===== src/rtl/duty_slew_limiter.sv =====
// duty_slew_limiter: slew-rate limits the raw duty command before it reaches
// the PWM generator. Duty moves by at most STEP LSB once every RATE_DIV
// clocks, and drops to 0 immediately when enable goes low.
//
// Handshake: none. enable is a level, target_value is a free-running level
// that is only looked at on rate ticks (and on the OFF->RAMP cycle).
module duty_slew_limiter #(
  parameter int N        = 10,
  parameter int STEP     = 4,
  parameter int RATE_DIV = 1024,
  parameter int DUTY_MAX = 1023
) (
  input  logic         clk,
  input  logic         rst,
  input  logic         enable,
  input  logic [N-1:0] target_value,
  output logic [N-1:0] duty_value,
  output logic         ramping,
  output logic         at_target
);

  typedef enum logic [1:0] {
    S_OFF  = 2'd0,
    S_RAMP = 2'd1,
    S_HOLD = 2'd2
  } state_t;

  localparam int            TW        = (RATE_DIV > 1) ? $clog2(RATE_DIV) : 1;
  localparam logic [TW-1:0] TCNT_LAST = TW'(RATE_DIV - 1);
  localparam logic [N-1:0]  DMAX      = N'(DUTY_MAX);
  localparam logic [N:0]    STEP_W    = (N+1)'(STEP);
  localparam logic [N-1:0]  STEP_N    = N'(STEP);

  state_t        state, state_nx;
  logic [TW-1:0] tcnt, tcnt_nx;
  logic [N-1:0]  tgt, tgt_nx;
  logic [N-1:0]  duty_nx;
  logic          ramping_nx, at_target_nx;

  logic          tick;
  logic [N-1:0]  t_clamp;
  logic [N-1:0]  t_use;
  logic          go_up, go_dn;
  logic [N:0]    diff_up, diff_dn, mag;
  logic [N-1:0]  step_n;

  // Rate tick and the clamped target; T is the fresh sample on a tick.
  assign tick    = (state != S_OFF) && (tcnt == TCNT_LAST);
  assign t_clamp = (target_value > DMAX) ? DMAX : target_value;
  assign t_use   = tick ? t_clamp : tgt;

  // Distance to target at N+1 bits so neither direction can wrap.
  assign go_up   = (t_use > duty_value);
  assign go_dn   = (t_use < duty_value);
  assign diff_up = {1'b0, t_use} - {1'b0, duty_value};
  assign diff_dn = {1'b0, duty_value} - {1'b0, t_use};
  assign mag     = go_up ? diff_up : diff_dn;
  assign step_n  = (mag > STEP_W) ? STEP_N : mag[N-1:0];

  // State, counter, target and output registers; async reset to OFF.
  always_ff @(posedge clk or posedge rst) begin
    if (rst) begin
      state      <= S_OFF;
      tcnt       <= '0;
      tgt        <= '0;
      duty_value <= '0;
      ramping    <= 1'b0;
      at_target  <= 1'b0;
    end else begin
      state      <= state_nx;
      tcnt       <= tcnt_nx;
      tgt        <= tgt_nx;
      duty_value <= duty_nx;
      ramping    <= ramping_nx;
      at_target  <= at_target_nx;
    end
  end

  // Next-state logic: disable wins over everything, steps only on ticks.
  always_comb begin
    state_nx = state;
    tcnt_nx  = tcnt;
    tgt_nx   = tgt;
    duty_nx  = duty_value;

    if (!enable) begin
      state_nx = S_OFF;
      tcnt_nx  = '0;
      duty_nx  = '0;
    end else begin
      case (state)
        S_OFF: begin
          state_nx = S_RAMP;
          tgt_nx   = t_clamp;
          tcnt_nx  = '0;
          duty_nx  = '0;
        end
        S_RAMP, S_HOLD: begin
          tcnt_nx = tick ? '0 : tcnt + TW'(1);
          if (tick) begin
            tgt_nx = t_clamp;
            if (go_up)      duty_nx = duty_value + step_n;
            else if (go_dn) duty_nx = duty_value - step_n;
            state_nx = (duty_nx == t_use) ? S_HOLD : S_RAMP;
          end
        end
        default: begin
          state_nx = S_OFF;
          tcnt_nx  = '0;
          duty_nx  = '0;
        end
      endcase
    end

    ramping_nx   = (state_nx == S_RAMP);
    at_target_nx = (state_nx == S_HOLD);
  end

endmodule


===== config.mk =====
export PLATFORM = sky130hd
export DESIGN_NAME = duty_slew_limiter
export DESIGN_NICKNAME = d
export VERILOG_FILES = /design/src/rtl/duty_slew_limiter.sv
export SDC_FILE = /design/constraint.sdc
export NUM_CORES = 1
export LEC_CHECK = 0
export CAP_MARGIN = 25
export CORE_UTILIZATION = 52
export DETAILED_ROUTE_END_ITERATION = 10
export DONT_BUFFER_PORTS = 1
export PLACE_DENSITY = 0.67
export SETUP_SLACK_MARGIN = 0.2
export SLEW_MARGIN = 10
export SYNTH_ARGS = -nofsm -noshare
export SYNTH_HDL_FRONTEND = slang
export SYNTH_SLANG_ARGS = --single-unit

===== constraint.sdc =====
create_clock -name clk -period 12.1 [get_ports clk]
set_input_delay 1.815 -clock clk [delete_from_list [all_inputs] [get_ports clk]]
set_output_delay 1.815 -clock clk [all_outputs]
set_load 0.005 [all_outputs]

==> results_dict.tcl, run 1 <==
set metrics [dict create \
    drive_gt1_share_pct 7.73 \
    numCtsBuffers 5 \
    cts_setup_buffers 0 \
    path_class "reg -> reg" \
    relSlewSlack_pct 50.7 \
    synth-adder-area-share_pct 15.6 \
    die-area_um2 7420 \
    avgSynthCellArea_um2 8.39 \
    rr_startpoint "state[0]" \
    ys_types 69 \
    placed_area_um2 3750 \
    post-route-util_pct 56.0 \
    grt-ovfl-total 0 \
    clock_sinks 34 \
    wire_per_inst_um 16.5 \
    total_power_mw 0.395 \
    initial_core_util_pct 53.9 \
    antenna_found_initial 0 \
    rsz0062_at_grt "false" \
    io_buffers 0 \
    ant_nets 0 \
    die_y_um 86.2 \
    power_density_nw_per_um2 103 \
    synth_top_area_share_pct 23.1 \
    hold_end "tcnt[0]" \
    place_hpwl_mm 6.94 \
    synth.yosys.seq_area_share_pct 23.1 \
    worst_ep_arrival_time_ns 8.52 \
    synthTopCellsByArea "dfrtp_1, ha_1, a21oi_1" \
    holdBufCountCts 0 \
    multi_input_area_um2 2610 \
    hold_path.startpoint "tcnt[0]" \
    cp.required_ns 12.33 \
    grt_max_degree 35 \
    grt_pass1_wl_mm 14.8 \
    cts.clk_slew.worst_paths_ns 0.07 \
    place_ws_ns 3.56 \
    max-vdd-ir-drop_mv 0.0829 \
    stdcell_area_um2 3830 \
    clockRootBuffer "clkbuf_8" \
    syn_inst 439 \
    min_path_cells 1 \
    hold_viol_final 0 \
    period_needed_ns 8.29 \
    synth.most_common_cell "nor2_1" \
    dp_cells 529 \
    cts_max_level 2 \
    slew_viol_final 0 \
    wl_mm 8.83 \
    synth_edf_count 0 \
    syn_area_um2 3680 \
    r2r_cells 30 \
    critical_path.max_fanout 25 \
    final.setup.tns_ns 0 \
    cts_tree "built" \
    hp-class "reg -> reg" \
    min_period_over_period_pct 68.5 \
    synth_top_family_by_area "compound AO/OA/AOI/OAI gates" \
    maxCapViolations 0 \
    muxShareOfSynthArea_pct 8.08 \
    r2r_slack_ns 3.81 \
    final_cells 536 \
    crit_path_end_kind "flip-flop" \
    synth_xor_area_share_pct 5.67 \
    vias 3068 \
    final-seq-area_um2 851 \
    tightest_slew_ns 0.734 \
    vias_per_cell 5.72 \
    grt_pass1_vias 2989 \
    synth_simple_gate_area_share_pct 17.3 \
    nNetsFinal 497 \
    ys_warn_count 0 \
    coreArea_um2 6830 \
    diodes 0 \
    synthFlopType "dfrtp_1" \
    max_freq_ghz 0.121 \
    drc 0 \
    synth_top_cell_by_area "dfrtp_1" \
    drt_iter0_markers 123 \
    ctsLongestPathBuffers 2 \
    area_delta_synth_final_pct 3.87 \
    startpoint_type "flip-flop" \
    die_w_um 86.2 \
    setup_ws_ns 3.81 \
    outcome "complete, no violations" \
    grt.total_usage_pct 25.6 \
    cpPeakStageDelay_ns 0.45 \
    clock_skew_ns 0.00522 \
    dr.pass1.iters 4 \
    n_fill_cell 646 \
    fp-row-count 30 \
    r2r_end "at_target" \
    place.gp.congestion 0.934 \
    insertion_delay_ns 0.29 \
    synth_async_sr_flop_share_pct 100 \
    whs_ns 0.501 \
    ys_ff_latch 34 \
    io_pins 25 \
    postCtsResizedCells 0 \
    worst_path_max_delay_cell "nand2_1" \
    finalSetupViolCount 0 \
    netlist_top_cells_count "nor2_1, a21oi_1, ha_1" \
    leakagePower_nw 1.82 \
    synth_compound_area_share_pct 23.1 \
]
## power by group
part	leakage (nW)	internal, mW	switching, mW
clock	0.0373	0.0394	0.0419
combinational	1.33	0.0764	0.112
sequential	0.450	0.121	0.00424
total	1.82	0.237	0.159
## how the worst max path moves through the flow
stage,startpoint,end,slack (ns)
2_1_floorplan,target_value[8],at_target,4.58
3_3_place_gp,target_value[8],at_target,3.60
3_5_place_dp,target_value[8],at_target,3.56
4_1_cts,state[0],at_target,3.77
5_1_grt,state[0],at_target,3.11
6_report,state[0],at_target,3.81
## final cells by class
type | instances | area share (%)
Tap cell | 96 | 3.14
Clock inverter | 1 | 0.196
Timing Repair Buffer | 2 | 0.392
Sequential cell | 34 | 22.2
Inverter | 39 | 3.83
Clock buffer | 6 | 1.90
Multi-Input combinational cell | 358 | 68.3
## cell families (layout without fill, tap and decap cells)
logic type / after synthesis / count (layout)
flip-flops: 34 / 34
other: 2 / 12
XOR/XNOR: 23 / 23
adder cells (fa/ha/maj): 44 / 44
AO/OA/AOI/OAI: 126 / 126
AND/OR/NAND/NOR: 125 / 125
buffers and inverters: 57 / 48
multiplexers: 28 / 28
## per-layer routing
metal  GRT usage, %  wire (µm)  vias to the layer above
met5              0          0                        -
met4           8.03        144                        0
met3           4.23        480                       14
met2           41.5       3950                       80
met1           34.9       4250                     1430
li1               -          -                     1544
## state kept, by name, indices dropped and copies added, names as in the netlist
register / flops
duty_value: 10
tcnt: 10
tgt: 10
state: 2
at_target: 1
ramping: 1
## placed cells by master (no fill, tap or decap), types with 5 or more instances in the layout
master    instances
a211oi_1          6
a21o_1           11
a21oi_1          43
clkbuf_8          5
conb_1           12
dfrtp_1          34
ha_1             41
inv_1            39
mux2_2           10
mux2i_1          17
nand2_1          26
nand2b_1          7
nand3_1           7
nand4_1           5
nor2_1           44
nor3_1            6
o21a_1            6
o21ai_0          18
xnor2_1          12
xor2_1           10
## worst max-delay path: cells and delay by family (launching register included)
| family | cells | cell delay, ns |
|---|---|---|
| muxes | 1 | 0.26 |
| DFF | 1 | 0.41 |
| and+or+nand+nor | 11 | 3.43 |
| adders and majority gates | 3 | 0.92 |
| buffers and inverters | 4 | 0.51 |
| AOI/OAI and AO/OA | 10 | 2.62 |
| xor gates and xnor gates | 1 | 0.07 |
Power figures use the tool's default switching activity.
==> run 2, diff against run 1 <==
==> constraint.sdc (replaced) <==
create_clock -name clk -period 8.2 [get_ports clk]
set_input_delay 1.23 -clock clk [delete_from_list [all_inputs] [get_ports clk]]
set_output_delay 1.23 -clock clk [all_outputs]
set_load 0.005 [all_outputs]
==> run 2 against run 1 <==
Clock skew rose by 0.0069 ns. Hold slack lost 0.017 ns. Global-route usage up 0.22 points. First-iteration DRC count rose by 15%. Sequential share of layout area fell by 0.86 points. Critical path depth is 1 lower. Die area is the same. Register-to-register slack worse by 3.2 ns. Sequential power rose by 48%. Setup slack worse by 3.2 ns. Utilization increased by 2.3 points. Fmax is 8.5% higher.
==> results_dict.tcl, run 2 (same netlist as run 1, synthesis figures left out) <==
set metrics [dict create \
    antenna_found_initial 0 \
    leakagePower_nw 1.87 \
    critical_path.max_fanout 13 \
    tightest_slew_ns 0.674 \
    min_path_cells 1 \
    total_power_mw 0.607 \
    path_class "reg -> reg" \
    hold_viol_final 0 \
    dr.pass1.iters 5 \
    io_buffers 0 \
    vias_per_cell 5.76 \
    vias 3157 \
    r2r_slack_ns 0.56 \
    wl_mm 9.18 \
    grt-ovfl-total 0 \
    place_hpwl_mm 7.26 \
    final_common_cell "nor2_1" \
    coreArea_um2 6830 \
    grt_pass1_vias 3046 \
    io_pins 25 \
    worst_path_max_delay_cell "or3b_4" \
    hp-class "reg -> reg" \
    fp-row-count 30 \
    area_delta_synth_final_pct 8.05 \
    outcome "complete, no violations" \
    relSlewSlack_pct 54.3 \
    maxCapViolations 0 \
    cp.required_ns 8.42 \
    grt_max_degree 35 \
    drt_iter0_markers 141 \
    crit_path_end_kind "flip-flop" \
    diodes 0 \
    drive_gt1_share_pct 12.8 \
    ctsLongestPathBuffers 2 \
    nNetsFinal 508 \
    cts_max_level 2 \
    die_y_um 86.2 \
    grt_pass1_wl_mm 14.9 \
    worst_ep_arrival_time_ns 7.86 \
    final.setup.tns_ns 0 \
    initial_core_util_pct 53.9 \
    dp_cells 536 \
    die-area_um2 7420 \
    cp_common_cell "inv_1" \
    grt.total_usage_pct 25.9 \
    startpoint_type "flip-flop" \
    clock_sinks 34 \
    die_w_um 86.2 \
    final_cells 548 \
    numCtsBuffers 5 \
    max-vdd-ir-drop_mv 0.172 \
    most-common-layout-cells "nor2_1, a21oi_1, inv_1" \
    max_freq_ghz 0.131 \
    clock_skew_ns 0.0121 \
    period_needed_ns 7.64 \
    wire_per_inst_um 16.8 \
    cts_tree "built" \
    slew_viol_final 0 \
    r2r_cells 29 \
    n_fill_cell 657 \
    insertion_delay_ns 0.29 \
    finalSetupViolCount 0 \
    drc 0 \
    min_period_over_period_pct 93.2 \
    top_regs "duty_value (10), tcnt (10), tgt (10)" \
    post-route-util_pct 58.3 \
    ant_nets 0 \
    clockRootBuffer "clkbuf_8" \
    rsz0062_at_grt "false" \
    place.gp.congestion 1.00 \
    power_density_nw_per_um2 152 \
    cts.clk_slew.worst_paths_ns 0.06 \
    cpPeakStageDelay_ns 0.41 \
]
## run 2: what timing repair did
item,in CTS,in global routing
gates resized for setup,0,16
endpoints found under the setup margin,0,4
setup buffers,0,4
hold buffers,0,0
## run 2: power by group
group	switching [mW]	internal [mW]
Combinational	0.178	0.123
Sequential	0.00674	0.179
Clock	0.0603	0.0598
## run 2: worst paths after layout
path	from	end
max reg2reg	state[0]	at_target
min in group asynchronous	rst	ramping
max	state[0]	at_target
min reg2reg	tcnt[0]	tcnt[0]
min	tcnt[0]	tcnt[0]
max in group asynchronous	rst	tcnt[7]
## run 2: per-stage QoR
| step | instance area (µm²) | worst slack [ns] | hold slack [ns] |
|---|---|---|---|
| after floorplan | 3720 | 1.01 | 0.455 |
| after global placement | 3800 | 0.475 | 0.468 |
| after detailed placement | 3800 | 0.352 | 0.478 |
| after CTS | 3880 | 0.312 | 0.487 |
| after global routing | 3980 | 0.140 | 0.504 |
| final | 3980 | 0.561 | 0.484 |
## run 2: layout make-up
class	instances	area [µm²]	share of cell area [%]
clock inverters	2	13.8	0.346
well taps	96	120	3.02
repair buffers	13	97.6	2.45
inverters	39	146	3.68
clock buffers	6	72.6	1.82
multi-input cells	358	2680	67.3
flip-flops and latches	34	851	21.4
## run 2: critical path, delay by kind of cell, from the launching register on
family / cells / cell delay (ns)
and+or+nand+nor: 11 / 3.02
AOI/OAI and AO/OA: 10 / 2.61
adders and majority gates: 3 / 0.84
buffers and inverters: 4 / 0.48
DFF: 1 / 0.38
muxes: 1 / 0.24
## run 2: per-layer routing
metal / up-vias / wire length [µm] / global-route usage (%)
met2: 65 / 4380 / 44.4
met4: 0 / 161 / 6.82
met3: 13 / 395 / 3.95
li1: 1578 / - / -
met5: - / 0 / 0
met1: 1501 / 4250 / 33.9
